**src/rtl/display_pkg.sv**
```systemverilog
// display_pkg: pixel layout constants and serial-word to RGBA4444 expansion shared by display stream blocks
package display_pkg;
   localparam int COLOR_R_POS           = 12;
   localparam int COLOR_G_POS           = 8;
   localparam int COLOR_B_POS           = 4;
   localparam int COLOR_A_POS           = 0;
   localparam int COLOR_SUB_PIXEL_WIDTH = 4;
   localparam int RGB565_R_MSB          = 15;
   localparam int RGB565_G_MSB          = 10;
   localparam int RGB565_B_MSB          = 4;
   localparam int WORD_WIDTH_RGB565     = 16;
   localparam int WORD_WIDTH_RGB444     = 12;

   typedef enum logic {RX_IDLE, RX_SHIFT} rx_state_t;

   // RGB565 keeps the top 4 bits of each channel; RGB444 maps straight through
   function automatic logic [15:0] expand_word(input logic [15:0] w, input logic is565, input logic [3:0] alpha);
      logic [15:0] p;
      p = '0;
      p[COLOR_R_POS +: COLOR_SUB_PIXEL_WIDTH] = is565 ? w[RGB565_R_MSB -: 4] : w[11:8];
      p[COLOR_G_POS +: COLOR_SUB_PIXEL_WIDTH] = is565 ? w[RGB565_G_MSB -: 4] : w[7:4];
      p[COLOR_B_POS +: COLOR_SUB_PIXEL_WIDTH] = is565 ? w[RGB565_B_MSB -: 4] : w[3:0];
      p[COLOR_A_POS +: COLOR_SUB_PIXEL_WIDTH] = alpha;
      return p;
   endfunction
endpackage

```
**src/rtl/axis_skid_fifo2.sv**
```systemverilog
// axis_skid_fifo2: two-entry stream buffer (head + skid) carrying data and last; push while full without pop is ignored
module axis_skid_fifo2 #(
   parameter int DATA_W = 16
) (
   input  logic              clk,
   input  logic              resetn,
   input  logic              i_push,
   input  logic [DATA_W-1:0] i_data,
   input  logic              i_last,
   output logic              o_full,
   input  logic              i_ready,
   output logic              o_valid,
   output logic [DATA_W-1:0] o_data,
   output logic              o_last
);
   logic              r_head_v, r_head_l, r_skid_v, r_skid_l;
   logic [DATA_W-1:0] r_head_d, r_skid_d;
   logic              w_pop;

   assign w_pop   = r_head_v && i_ready;
   assign o_full  = r_skid_v;
   assign o_valid = r_head_v;
   assign o_data  = r_head_d;
   assign o_last  = r_head_l;

   always_ff @(posedge clk or negedge resetn) begin
      if (!resetn) begin
         r_head_v <= 1'b0;
         r_head_l <= 1'b0;
         r_head_d <= '0;
         r_skid_v <= 1'b0;
         r_skid_l <= 1'b0;
         r_skid_d <= '0;
      end else if (w_pop && r_skid_v) begin
         r_head_d <= r_skid_d;
         r_head_l <= r_skid_l;
         r_skid_v <= i_push;
         if (i_push) begin
            r_skid_d <= i_data;
            r_skid_l <= i_last;
         end
      end else if (w_pop || !r_head_v) begin
         r_head_v <= i_push;
         if (i_push) begin
            r_head_d <= i_data;
            r_head_l <= i_last;
         end
      end else if (!r_skid_v && i_push) begin
         r_skid_v <= 1'b1;
         r_skid_d <= i_data;
         r_skid_l <= i_last;
      end
   end
endmodule

```
**src/rtl/spi_pixel_receiver.sv**
```systemverilog
// spi_pixel_receiver: SPI mode-0 slave that oversamples sck/mosi/csn in clk, assembles
// RGB565/RGB444 words MSB first and streams RGBA4444 pixels on AXI-Stream with per-frame tlast.
module spi_pixel_receiver
   import display_pkg::*;
#(
   parameter int         PIXEL      = 16384,
   parameter int         WORD_WIDTH = 16,
   parameter logic [3:0] ALPHA_FILL = 4'hF
) (
   input  logic        clk,
   input  logic        resetn,
   input  logic        sck,
   input  logic        mosi,
   input  logic        csn,
   output logic        m_axis_tvalid,
   input  logic        m_axis_tready,
   output logic        m_axis_tlast,
   output logic [15:0] m_axis_tdata,
   output logic        overflow,
   input  logic        clearOverflow,
   output logic        receiving
);
   localparam int CNT_W = $clog2(WORD_WIDTH);
   localparam int PIX_W = $clog2(PIXEL) + 1;

   logic [1:0]            r_sck_s, r_mosi_s, r_csn_s;
   logic                  r_sck_prev, r_overflow, r_receiving;
   rx_state_t             r_state;
   logic [CNT_W-1:0]      r_bit_cnt;
   logic [WORD_WIDTH-2:0] r_shift;
   logic [PIX_W-1:0]      r_pix_cnt;
   logic                  w_sample, w_done, w_last, w_full, w_drop;
   logic [15:0]           w_word, w_pixel;

   assign w_sample  = (r_state == RX_SHIFT) && !r_csn_s[1] && r_sck_s[1] && !r_sck_prev;
   assign w_done    = w_sample && (r_bit_cnt == CNT_W'(WORD_WIDTH - 1));
   assign w_word    = 16'({r_shift, r_mosi_s[1]});
   assign w_pixel   = expand_word(w_word, WORD_WIDTH == WORD_WIDTH_RGB565, ALPHA_FILL);
   assign w_last    = r_pix_cnt == PIX_W'(PIXEL - 1);
   assign w_drop    = w_done && w_full && !(m_axis_tvalid && m_axis_tready);
   assign overflow  = r_overflow;
   assign receiving = r_receiving;

   always_ff @(posedge clk or negedge resetn) begin
      if (!resetn) begin
         r_sck_s     <= 2'b00;
         r_mosi_s    <= 2'b00;
         r_csn_s     <= 2'b11;
         r_sck_prev  <= 1'b0;
         r_state     <= RX_IDLE;
         r_bit_cnt   <= '0;
         r_shift     <= '0;
         r_receiving <= 1'b0;
         r_pix_cnt   <= '0;
         r_overflow  <= 1'b0;
      end else begin
         r_sck_s    <= {r_sck_s[0], sck};
         r_mosi_s   <= {r_mosi_s[0], mosi};
         r_csn_s    <= {r_csn_s[0], csn};
         r_sck_prev <= r_sck_s[1];
         if (r_csn_s[1]) begin
            r_state     <= RX_IDLE;
            r_bit_cnt   <= '0;
            r_receiving <= 1'b0;
         end else begin
            r_state <= RX_SHIFT;
            if (w_sample) begin
               r_shift     <= w_word[WORD_WIDTH-2:0];
               r_bit_cnt   <= w_done ? '0 : r_bit_cnt + 1'b1;
               r_receiving <= !w_done;
            end
         end
         // dropped words still count so frame alignment survives an overflow
         if (w_done) r_pix_cnt <= w_last ? '0 : r_pix_cnt + 1'b1;
         r_overflow <= w_drop || (r_overflow && !clearOverflow);
      end
   end

   axis_skid_fifo2 #(.DATA_W(16)) u_fifo (
      .clk     (clk),
      .resetn  (resetn),
      .i_push  (w_done),
      .i_data  (w_pixel),
      .i_last  (w_last),
      .o_full  (w_full),
      .i_ready (m_axis_tready),
      .o_valid (m_axis_tvalid),
      .o_data  (m_axis_tdata),
      .o_last  (m_axis_tlast)
   );
endmodule

```
**config.mk**
```make
export PLATFORM = sky130hd
export DESIGN_NAME = spi_pixel_receiver
export DESIGN_NICKNAME = d
export VERILOG_FILES = /design/src/rtl/display_pkg.sv /design/src/rtl/axis_skid_fifo2.sv /design/src/rtl/spi_pixel_receiver.sv
export SDC_FILE = /design/constraint.sdc
export NUM_CORES = 1
export LEC_CHECK = 0
export ABC_CLOCK_PERIOD_IN_PS = 1900
export BUFFER_PORTS_ARGS = -buffer_cell sky130_fd_sc_hd__buf_2
export CAP_MARGIN = 0
export CORE_MARGIN = 2
export CORE_UTILIZATION = 33
export DETAILED_ROUTE_END_ITERATION = 6
export SYNTH_ARGS = -nofsm -noshare
export SYNTH_HDL_FRONTEND = slang
export SYNTH_SLANG_ARGS = --single-unit
```
**constraint.sdc**
```tcl
create_clock -name clk -period 1.9 [get_ports clk]
set_input_delay 0.095 -clock clk [delete_from_list [all_inputs] [get_ports clk]]
set_output_delay 0.095 -clock clk [all_outputs]
set_load 0.02 [all_outputs]
```
==> out/metrics.cfg, run 1 <==
[outcome]
outcome=finished clean

[clock_tree]
clock_tree.htree_level_count=3
post_cts.repair.setup_buffers=0
clock-sinks=74
max_clock_buf_depth=2
clock_insertion_delay_worst_skew_ns=0.36
tritoncts=done
clockRootBuffer=clkbuf_8
cts_inserted_buffers=9
clk_pin_slew_ns=0.09

[floorplan]
chip_width_um=101.3
top_level_ports=27
die_height_um=101.3
initial_utilization=0.3400
dieArea_mm2=0.01027
placement_rows=35
core_mm2=0.009196

[routing]
wirelength_mm=5.520
post_drt_via_cell_ratio=4.717
ant_nets=0
first_pass_iters=4
drt_iter0_drc=92
num_vias=2099
detail_routed_net_length_per_standard_cell_um=12.40
route.detailed.drc=0

[logic_synthesis]
synth.cell_area_mm2=0.003127
post-synth-top-area-fraction=0.5762
yosysSeqAreaShare=0.5930
asyncSetResetFlopFracSynth=1.000
synthMostInstantiatedCell=nand2_1
synthesis.nets=292
post_synth_most_frequent_cells=77 x nand2_1, 72 x dfrtp_1, 21 x o21ai_0
ys_warn_count=0
syn_avg_cell_area_um2=11.05
ys_seq_elements=74
synth-main-ff-cell=dfrtp_1
synth_cell_type_count=40
synth_edf_count=0
cells_after_synth=283
synth.top_cells.by_area=dfrtp_1 58%, nand2_1 9.2%, mux2i_1 3.8%, mux2_4 3.4%, o21ai_0 3.4%
synthDominantAreaCellType=dfrtp_1

[power_and_ir_drop]
power_switching_share=0.2841
power_density_mw_per_mm2=854.6
power_report.internal_total_w=0.002260
pwr-share-comb=0.103
vdd.ir_drop.worst_v=0.0004113
total_power_w=0.003156
clkPwrFrac=0.354
sequentialPowerShare=0.543
power.net_switching_w=0.0008968
cellLeakagePower_nw=1.924

[place]
pre_cts_ws_ns=-0.07731
routabilityCongestion=0.7501
portBuffers=26
dpl.hpwl_mm=3.826
post-place-cells=424

[timing]
rsz0062_at_grt=no
setup_violations=0
post-route-worst-setup-slack_ns=0.1434
post-route-period-util=0.9245
hold_viol_final=0
timing.fmax_mhz=569.3
worst_slew_pin_slew_ns=0.6054
slew-limit-headroom=0.5964
period_minus_slack_ns=1.757
finClkSkew_ns=0.01628
slew_violations=0
final.hold.worst_slack_ns=0.07710

[layout]
multi_input_area_mm2=0.001187
diodes=0
drive_above_1_share=0.2425
fin_nets=338
layout.filler_cells=894
layout.cells.non_filler=445
layout-area-overhead-vs-synth_pct=18.13
sequential_cell_area_mm2=0.001854

[global_route]
number_of_global_route_vias_before_repair=1961
first_pass_grt_wire_length_mm=9.639
gr-total-overflow=0
grt_usage=0.1217
grt_max_degree=45
grt_antenna_before_repair=0

[setup_path]
worstPathMaxFanout=4
path_class=reg2reg
setup.worst_path.start_class=flop
worst-r2r-cell-count=6
cp.required_ns=2.19
worst-endpoint-arrival_ns=2.04
worstSetupEndpointType=flop

[flow_run]
max-cap-violations=0

[hold_path]
worstHoldPathType=in2reg
whs_path_depth=2

-- layout by cell type (no fill, tap or decap), types with 2 or more instances in the layout --
cell type	instances
a21oi_1	5
buf_2	25
buf_4	18
clkbuf_8	9
clkinvlp_4	3
dfrtp_1	72
dfstp_2	2
dlygate4sd3_1	5
ha_1	2
inv_1	5
inv_6	2
mux2_2	5
mux2_4	7
mux2i_1	12
nand2_1	77
nand3_1	10
nand4_1	5
nor2_1	11
nor3_1	3
o21a_1	2
o21ai_0	21
xnor2_1	7
xor2_1	6
-- final timing paths --
check                      slack [ns]     startpoint            end
min reg2reg                      0.36    r_mosi_s[0]    r_mosi_s[1]
max in group asynchronous        1.00         resetn     r_csn_s[1]
min                              0.08  m_axis_tready  u_fifo.o_full
max                              0.14     r_sck_prev   r_pix_cnt[9]
min in group asynchronous        0.26         resetn   r_pix_cnt[4]
max reg2reg                      0.14     r_sck_prev   r_pix_cnt[9]
-- final cells by class --
class	instances	share of cell area
clock inverters	7	0.01626
clock buffers	9	0.03354
flip-flops and latches	74	0.5020
inverters	5	0.005081
multi-input cells	191	0.3215
well taps	111	0.03760
repair buffers	48	0.08401
-- registers in the layout, summed over array words and instances, names as in the netlist, 2 cells and up --
register and count:
r_pix_cnt 15, r_csn_s 2, u_fifo.r_skid_d 13, r_mosi_s 2, u_fifo.o_data 13, r_bit_cnt 4
r_sck_s 2, r_shift 15
-- timing repair --
action,4_1_cts,5_1_grt
resized for setup,1,1
hold buffers,5,0
cloned,0,0
endpoints found under the setup margin,12,1
hold endpoints to repair,45,0
-- per-layer routing --
metal | track usage | part of all wire
met1 | 0.1666 | 0.49
met3 | 0.04693 | 0.048
met5 | 0 | 0
met4 | 0.04366 | 0.014
met2 | 0.1763 | 0.45
-- power by group through the flow --
stage          clock network [W]  registers (W)  logic [W]
6_report                 0.00112        0.00171   0.000324
5_1_grt                  0.00124        0.00173   0.000369
4_1_cts                  0.00116        0.00172   0.000331
3_5_place_dp                   0        0.00175   0.000321
3_3_place_gp                   0        0.00174   0.000320
2_1_floorplan                  0        0.00179   0.000175
-- cells by family (layout without fill, tap and decap cells) --
group                      after synthesis  count (layout)  synth area share
xor gates and xnor gates                13              13           0.03641
muxes                                   24              24           0.09004
DFF                                     74              74            0.5930
adders and majority gates                2               2          0.008002
and+or+nand+nor                        120             120            0.1837
AOI/OAI and AO/OA                       32              32           0.05762
buffers and inverters                   18              69           0.03121
-- per-stage QoR --
step,cell area (um2),TNS (ns),utilization
after floorplan,3127,0,-
after global placement,3447,-0.0003449,0.3748
after detailed placement,3447,-0.6116,0.3748
after CTS,3689,0,0.4011
after global routing,3694,0,0.4016
final,3694,0,0.4016
-- worst max-delay path, stage by stage, from the launching register on --
cell	delay, ns
dfrtp_1	0.37
nand4bb_2	0.32
buf_4	0.21
nor4_4	0.37
nand4_1	0.16
xor2_1	0.16
nor2_1	0.10
Note: power is estimated with default switching activity, not from simulation.
==> run 2: changes to the inputs <==
- REMOVE_ABC_BUFFERS: unset -> 1
==> run 2 against run 1 <==
  * Clock power rose by 9%
  * Final area rose by 0.71%
  * Global-route usage barely moved
  * Critical path depth fell by 1
  * Maximum frequency rose by 0.37%
  * Die area did not move
  * Routed wire length rose by 0.49%
  * Sequential power barely moved
==> out/metrics.cfg, run 2 (synthesized netlist as in run 1, its figures left out) <==
[timing]
period_minus_slack_ns=1.750  ; was 1.757 ns
hold_viol_final=0  ; unchanged
rsz0062_at_grt=no  ; unchanged
final.setup.tns_ns=0  ; unchanged
slew_violations=0  ; unchanged
post-route-worst-setup-slack_ns=0.1499  ; was 0.1434 ns
final.hold.worst_slack_ns=0.07705  ; was 0.07710 ns
slew-limit-headroom=0.5899  ; was 0.5964
setup_violations=0  ; unchanged
post-route-period-util=0.9211  ; was 0.9245
worst_slew_pin_slew_ns=0.6152  ; was 0.6054 ns
timing.fmax_mhz=571.4  ; was 569.3 MHz
finClkSkew_ns=0.01115  ; was 0.01628 ns

[place]
routabilityCongestion=0.7468  ; was 0.7501
placed_area_mm2=0.003452  ; was 0.003447 mm2
pre_cts_ws_ns=-0.1049  ; was -0.07731 ns
dpl.hpwl_mm=3.674  ; was 3.826 mm
post-place-cells=423  ; was 424
portBuffers=26  ; unchanged

[layout]
drive_above_1_share=0.2432  ; was 0.2425
layout-area-overhead-vs-synth_pct=18.97  ; was 18.13%
diodes=0  ; unchanged
layout_commonest_cell=nand2_1  ; unchanged
layout.cells.non_filler=444  ; was 445
final_cell_mix=77 x nand2_1, 72 x dfrtp_1, 25 x buf_2  ; unchanged
layout.filler_cells=894  ; unchanged
design_area_mm2=0.003720  ; was 0.003694 mm2
largestRegisters=r_pix_cnt x15, r_shift x15  ; unchanged
multi_input_area_mm2=0.001192  ; was 0.001187 mm2
sequential_cell_area_mm2=0.001854  ; unchanged
fin_nets=337  ; was 338

[clock_tree]
clock-sinks=74  ; unchanged
clockRootBuffer=clkbuf_8  ; unchanged
clk_pin_slew_ns=0.08  ; was 0.09 ns
cts_inserted_buffers=9  ; unchanged
tritoncts=done  ; unchanged
max_clock_buf_depth=2  ; unchanged
clock_insertion_delay_worst_skew_ns=0.34  ; was 0.36 ns
clock_tree.htree_level_count=3  ; unchanged

[setup_path]
worstPathMaxFanout=15  ; was 4
worstSetupEndpointType=flop  ; unchanged
setup.worst_path.start_class=flop  ; unchanged
worst-endpoint-arrival_ns=1.98  ; was 2.04 ns
path_class=reg2reg  ; unchanged
cp.required_ns=2.13  ; was 2.19 ns

[floorplan]
core_mm2=0.009196  ; unchanged
placement_rows=35  ; unchanged
initial_utilization=0.3400  ; unchanged
chip_width_um=101.3  ; unchanged
dieArea_mm2=0.01027  ; unchanged
top_level_ports=27  ; unchanged
die_height_um=101.3  ; unchanged

[routing]
ant_nets=0  ; unchanged
num_vias=2091  ; was 2099
wirelength_mm=5.547  ; was 5.520 mm
drt_iter0_drc=62  ; was 92
route.detailed.drc=0  ; unchanged
first_pass_iters=4  ; unchanged
post_drt_via_cell_ratio=4.709  ; was 4.717
detail_routed_net_length_per_standard_cell_um=12.49  ; was 12.40 um

[global_route]
first_pass_grt_wire_length_mm=9.798  ; was 9.639 mm
grt_antenna_before_repair=0  ; unchanged
grt_usage=0.1220  ; was 0.1217
gr-total-overflow=0  ; unchanged
number_of_global_route_vias_before_repair=2073  ; was 1961
grt_max_degree=42  ; was 45

[power_and_ir_drop]
power_density_mw_per_mm2=876.2  ; was 854.6 mW/mm2
vdd.ir_drop.worst_v=0.0003647  ; was 0.0004113 V
cellLeakagePower_nw=1.937  ; was 1.924 nW

[outcome]
outcome=finished clean  ; unchanged

[hold_path]
worstHoldPathType=in2reg  ; unchanged

[flow_run]
max-cap-violations=0  ; unchanged

[run 2: changes by cell type in the layout (fill, tap and decap cells not counted)]
| cell | delta |
|---|---|
| buf_12 | +1 |
| buf_4 | -2 |
| bufinv_16 | +1 |
| clkinv_2 | +1 |
| clkinvlp_4 | -1 |
| inv_8 | -1 |
| nand3_1 | -1 |
| nand3_2 | +1 |
[run 2: stage by stage]
stage               power (W)  utilization
floorplan            0.001911            -
global placement     0.002063       0.3754
detailed placement   0.002066       0.3754
CTS                  0.003309       0.4034
global route         0.003439       0.4045
finish               0.003259       0.4045
[run 2: final timing paths]
kind / start / to / slack, ns / cells after the start
min in group asynchronous: resetn / r_pix_cnt[11] / 0.27 / 2
setup reg to reg: r_sck_prev / u_fifo.r_skid_d[11] / 0.15 / 5
setup / recovery: r_sck_prev / u_fifo.r_skid_d[11] / 0.15 / 5
hold / removal: m_axis_tready / u_fifo.o_full / 0.08 / 2
max in group asynchronous: resetn / r_csn_s[1] / 0.99 / 3
hold reg to reg: r_sck_s[0] / r_sck_s[1] / 0.35 / 0
[run 2: area by class of cell]
class / instances / share of cell area
clock inverters: 7 / 0.02052
inverters: 5 / 0.005045
flip-flops and latches: 74 / 0.4985
multi-input cells: 191 / 0.3206
well taps: 111 / 0.03734
repair buffers: 47 / 0.08476
clock buffers: 9 / 0.03330
[run 2: worst max-delay path, cell delays in order (launching register included)]
cell and delay [ns]:
dfrtp_1 0.38, nand4bb_2 0.33, nor2_8 0.19, buf_4 0.13, nand3_4 0.23, mux2_4 0.38
[run 2: timing repair]
item,in CTS,in global routing
setup endpoints to repair,14,11
hold endpoints to repair,43,0
setup buffers,0,0
hold buffers,5,0
gates resized for setup,1,2
[run 2: layer usage]
metal / track usage / vias up / share of wire
met5: 0 / - / 0
met4: 0.05613 / 0 / 0.014
met3: 0.03175 / 6 / 0.034
met2: 0.1758 / 31 / 0.43
met1: 0.1724 / 1020 / 0.52
li1: - / 1034 / -
[run 2: report_power, final]
| group | switching, W | total, W | internal (W) |
|---|---|---|---|
| logic | 0.000211 | 0.000326 | 0.000115 |
| registers | 0.0000580 | 0.00171 | 0.00165 |
| clock network | 0.000606 | 0.00122 | 0.000615 |
==> run 3: changes to the inputs <==
==> constraint.sdc (replaced) <==
create_clock -name clk -period 1.9 [get_ports clk]
set_input_delay 0.19 -clock clk [delete_from_list [all_inputs] [get_ports clk]]
set_output_delay 0.19 -clock clk [all_outputs]
set_load 0.02 [all_outputs]
==> run 3 against run 2 <==
  * Combinational power about the same
  * Largest cell class unchanged
  * Utilization is 0.29 points lower
  * Sequential share of layout area rose by 0.35 points
  * Largest power group unchanged
  * Power shrank 2.6%
  * First-iteration DRC count is 52% higher
  * Critical path type unchanged
==> out/metrics.cfg, run 3 (synthesized netlist as in run 1, its figures left out) <==
[timing]
setup_violations=0  ; unchanged
hold_viol_final=0  ; unchanged
worst_slew_pin_slew_ns=0.6238  ; was 0.6152 ns
finClkSkew_ns=0.01372  ; was 0.01115 ns
timing.fmax_mhz=570.4  ; was 571.4 MHz
slew-limit-headroom=0.5841  ; was 0.5899
slew_violations=0  ; unchanged
post-route-period-util=0.9227  ; was 0.9211
period_minus_slack_ns=1.753  ; was 1.750 ns
rsz0062_at_grt=no  ; unchanged
final.setup.tns_ns=0  ; unchanged

[setup_path]
worstSetupEndpointType=flop  ; unchanged
worst-endpoint-arrival_ns=1.99  ; was 1.98 ns
worstPathMaxFanout=5  ; was 15
r2r_slack_ns=0.15  ; about the same
cp.required_ns=2.13  ; about the same
path_class=reg2reg  ; unchanged
setup.worst_path.start_class=flop  ; unchanged

[layout]
fin_nets=334  ; was 337
final_cell_mix=77 x nand2_1, 72 x dfrtp_1, 25 x buf_2  ; unchanged
layout-area-overhead-vs-synth_pct=18.13  ; was 18.97%
layout_commonest_cell=nand2_1  ; unchanged
drive_above_1_share=0.2394  ; was 0.2432
largestRegisters=r_pix_cnt x15, r_shift x15  ; unchanged
diodes=0  ; unchanged

[clock_tree]
clk_pin_slew_ns=0.08  ; about the same
post_cts.repair.setup_buffers=0  ; unchanged
clock-sinks=74  ; unchanged
max_clock_buf_depth=2  ; unchanged
clock_insertion_delay_worst_skew_ns=0.35  ; was 0.34 ns
cts_inserted_buffers=9  ; unchanged
clockRootBuffer=clkbuf_8  ; unchanged
tritoncts=done  ; unchanged
clock_tree.htree_level_count=3  ; unchanged

[global_route]
gr-total-overflow=0  ; unchanged
first_pass_grt_wire_length_mm=9.811  ; was 9.798 mm
grt_max_degree=43  ; was 42
grt_antenna_before_repair=0  ; unchanged
grt_usage=0.1244  ; was 0.1220
gr-usage-met2=0.1819  ; was 0.1758
grt-busiest-layer=met2  ; unchanged
grt_use_met3=0.03658  ; was 0.03175
number_of_global_route_vias_before_repair=2034  ; was 2073
globalRouteMet1Util=0.1686  ; was 0.1724

[routing]
first_pass_iters=5  ; was 4
drt_iter0_drc=94  ; was 62
route.detailed.drc=0  ; unchanged
num_vias=2091  ; unchanged
detail_routed_net_length_per_standard_cell_um=12.78  ; was 12.49 um
ant_nets=0  ; unchanged
post_drt_via_cell_ratio=4.741  ; was 4.709
wirelength_mm=5.635  ; was 5.547 mm

[hold_path]
worstHoldPathType=in2reg  ; unchanged

[place]
dpl.hpwl_mm=3.669  ; was 3.674 mm
routabilityCongestion=0.7834  ; was 0.7468
portBuffers=26  ; unchanged

[floorplan]
core_mm2=0.009196  ; unchanged
chip_width_um=101.3  ; unchanged
top_level_ports=27  ; unchanged
die_height_um=101.3  ; unchanged
placement_rows=35  ; unchanged
initial_utilization=0.3400  ; unchanged
dieArea_mm2=0.01027  ; unchanged

[outcome]
outcome=finished clean  ; unchanged

[flow_run]
max-cap-violations=0  ; unchanged

[power_and_ir_drop]
vdd.ir_drop.worst_v=0.0003001  ; was 0.0003647 V
power_density_mw_per_mm2=859.5  ; was 876.2 mW/mm2
total_power_w=0.003174  ; was 0.003259 W
cellLeakagePower_nw=1.917  ; was 1.937 nW

## run 3: changes by cell type in the layout (fill, tap and decap cells not counted), sizes merged
cell	change
buf	-2
dlygate4sd3	-1
bufinv	-1
clkinvlp	+1
clkinv	-2
inv	+2
## run 3: report_power, final
| group | internal (W) | switching [W] |
|---|---|---|
| clock network | 0.000496 | 0.000643 |
| logic | 0.000114 | 0.000214 |
| registers | 0.00165 | 0.0000545 |
| total | 0.00226 | 0.000912 |
## run 3: worst max-delay path, stage by stage, from the launching register on
cell,delay [ns]
dfrtp_1,0.40
ha_1,0.21
nand3_1,0.12
or4_4,0.53
o21a_1,0.13
o21ai_0,0.15
o41ai_1,0.10
## run 3: layer usage
metal / vias up / wire length (um)
met3: 7 / 262
met5: - / 0
met1: 1010 / 2818
met4: 0 / 69
met2: 42 / 2485
li1: 1032 / -
## run 3: repair_timing
action / 4_1_cts / 5_1_grt
resized for setup: 2 / 3
setup endpoints to repair: 16 / 4
hold buffers: 4 / 0
endpoints found under the hold margin: 33 / 0
pin swaps: 0 / 1
## run 3: metrics by stage
| stage | instance area [um2] | worst slack [ns] | util | std cells | hold WS [ns] |
|---|---|---|---|---|---|
| after floorplan | 3048 | -0.2437 | - | 270 | -0.1056 |
| after global placement | 3437 | -0.03088 | 0.3737 | 421 | 0.1660 |
| after detailed placement | 3437 | -0.08445 | 0.3737 | 421 | 0.1671 |
| after CTS | 3674 | 0.02963 | 0.3995 | 441 | 0.006052 |
| after global routing | 3694 | 0.01811 | 0.4016 | 441 | 0.03454 |
| final | 3694 | 0.1469 | 0.4016 | 441 | 0.01723 |
## run 3: cell type report
type                    instances  area, um2
flip-flops and latches         74       1854
fillers                       915       5503
clock buffers                   9      123.9
inverters                       5      18.77
clock inverters                 7      60.06
well taps                     111      138.9
multi-input cells             191       1204
repair buffers                 44      294.0
## run 3: worst paths after layout
| check | startpoint | to | cells after the start |
|---|---|---|---|
| min in group asynchronous | resetn | r_pix_cnt[12] | 2 |
| setup reg to reg | r_pix_cnt[0] | r_pix_cnt[5] | 6 |
| hold reg to reg | r_sck_s[0] | r_sck_s[1] | 0 |
| hold / removal | clearOverflow | overflow | 2 |
| setup / recovery | r_pix_cnt[0] | r_pix_cnt[5] | 6 |
| max in group asynchronous | resetn | r_shift[6] | 3 |
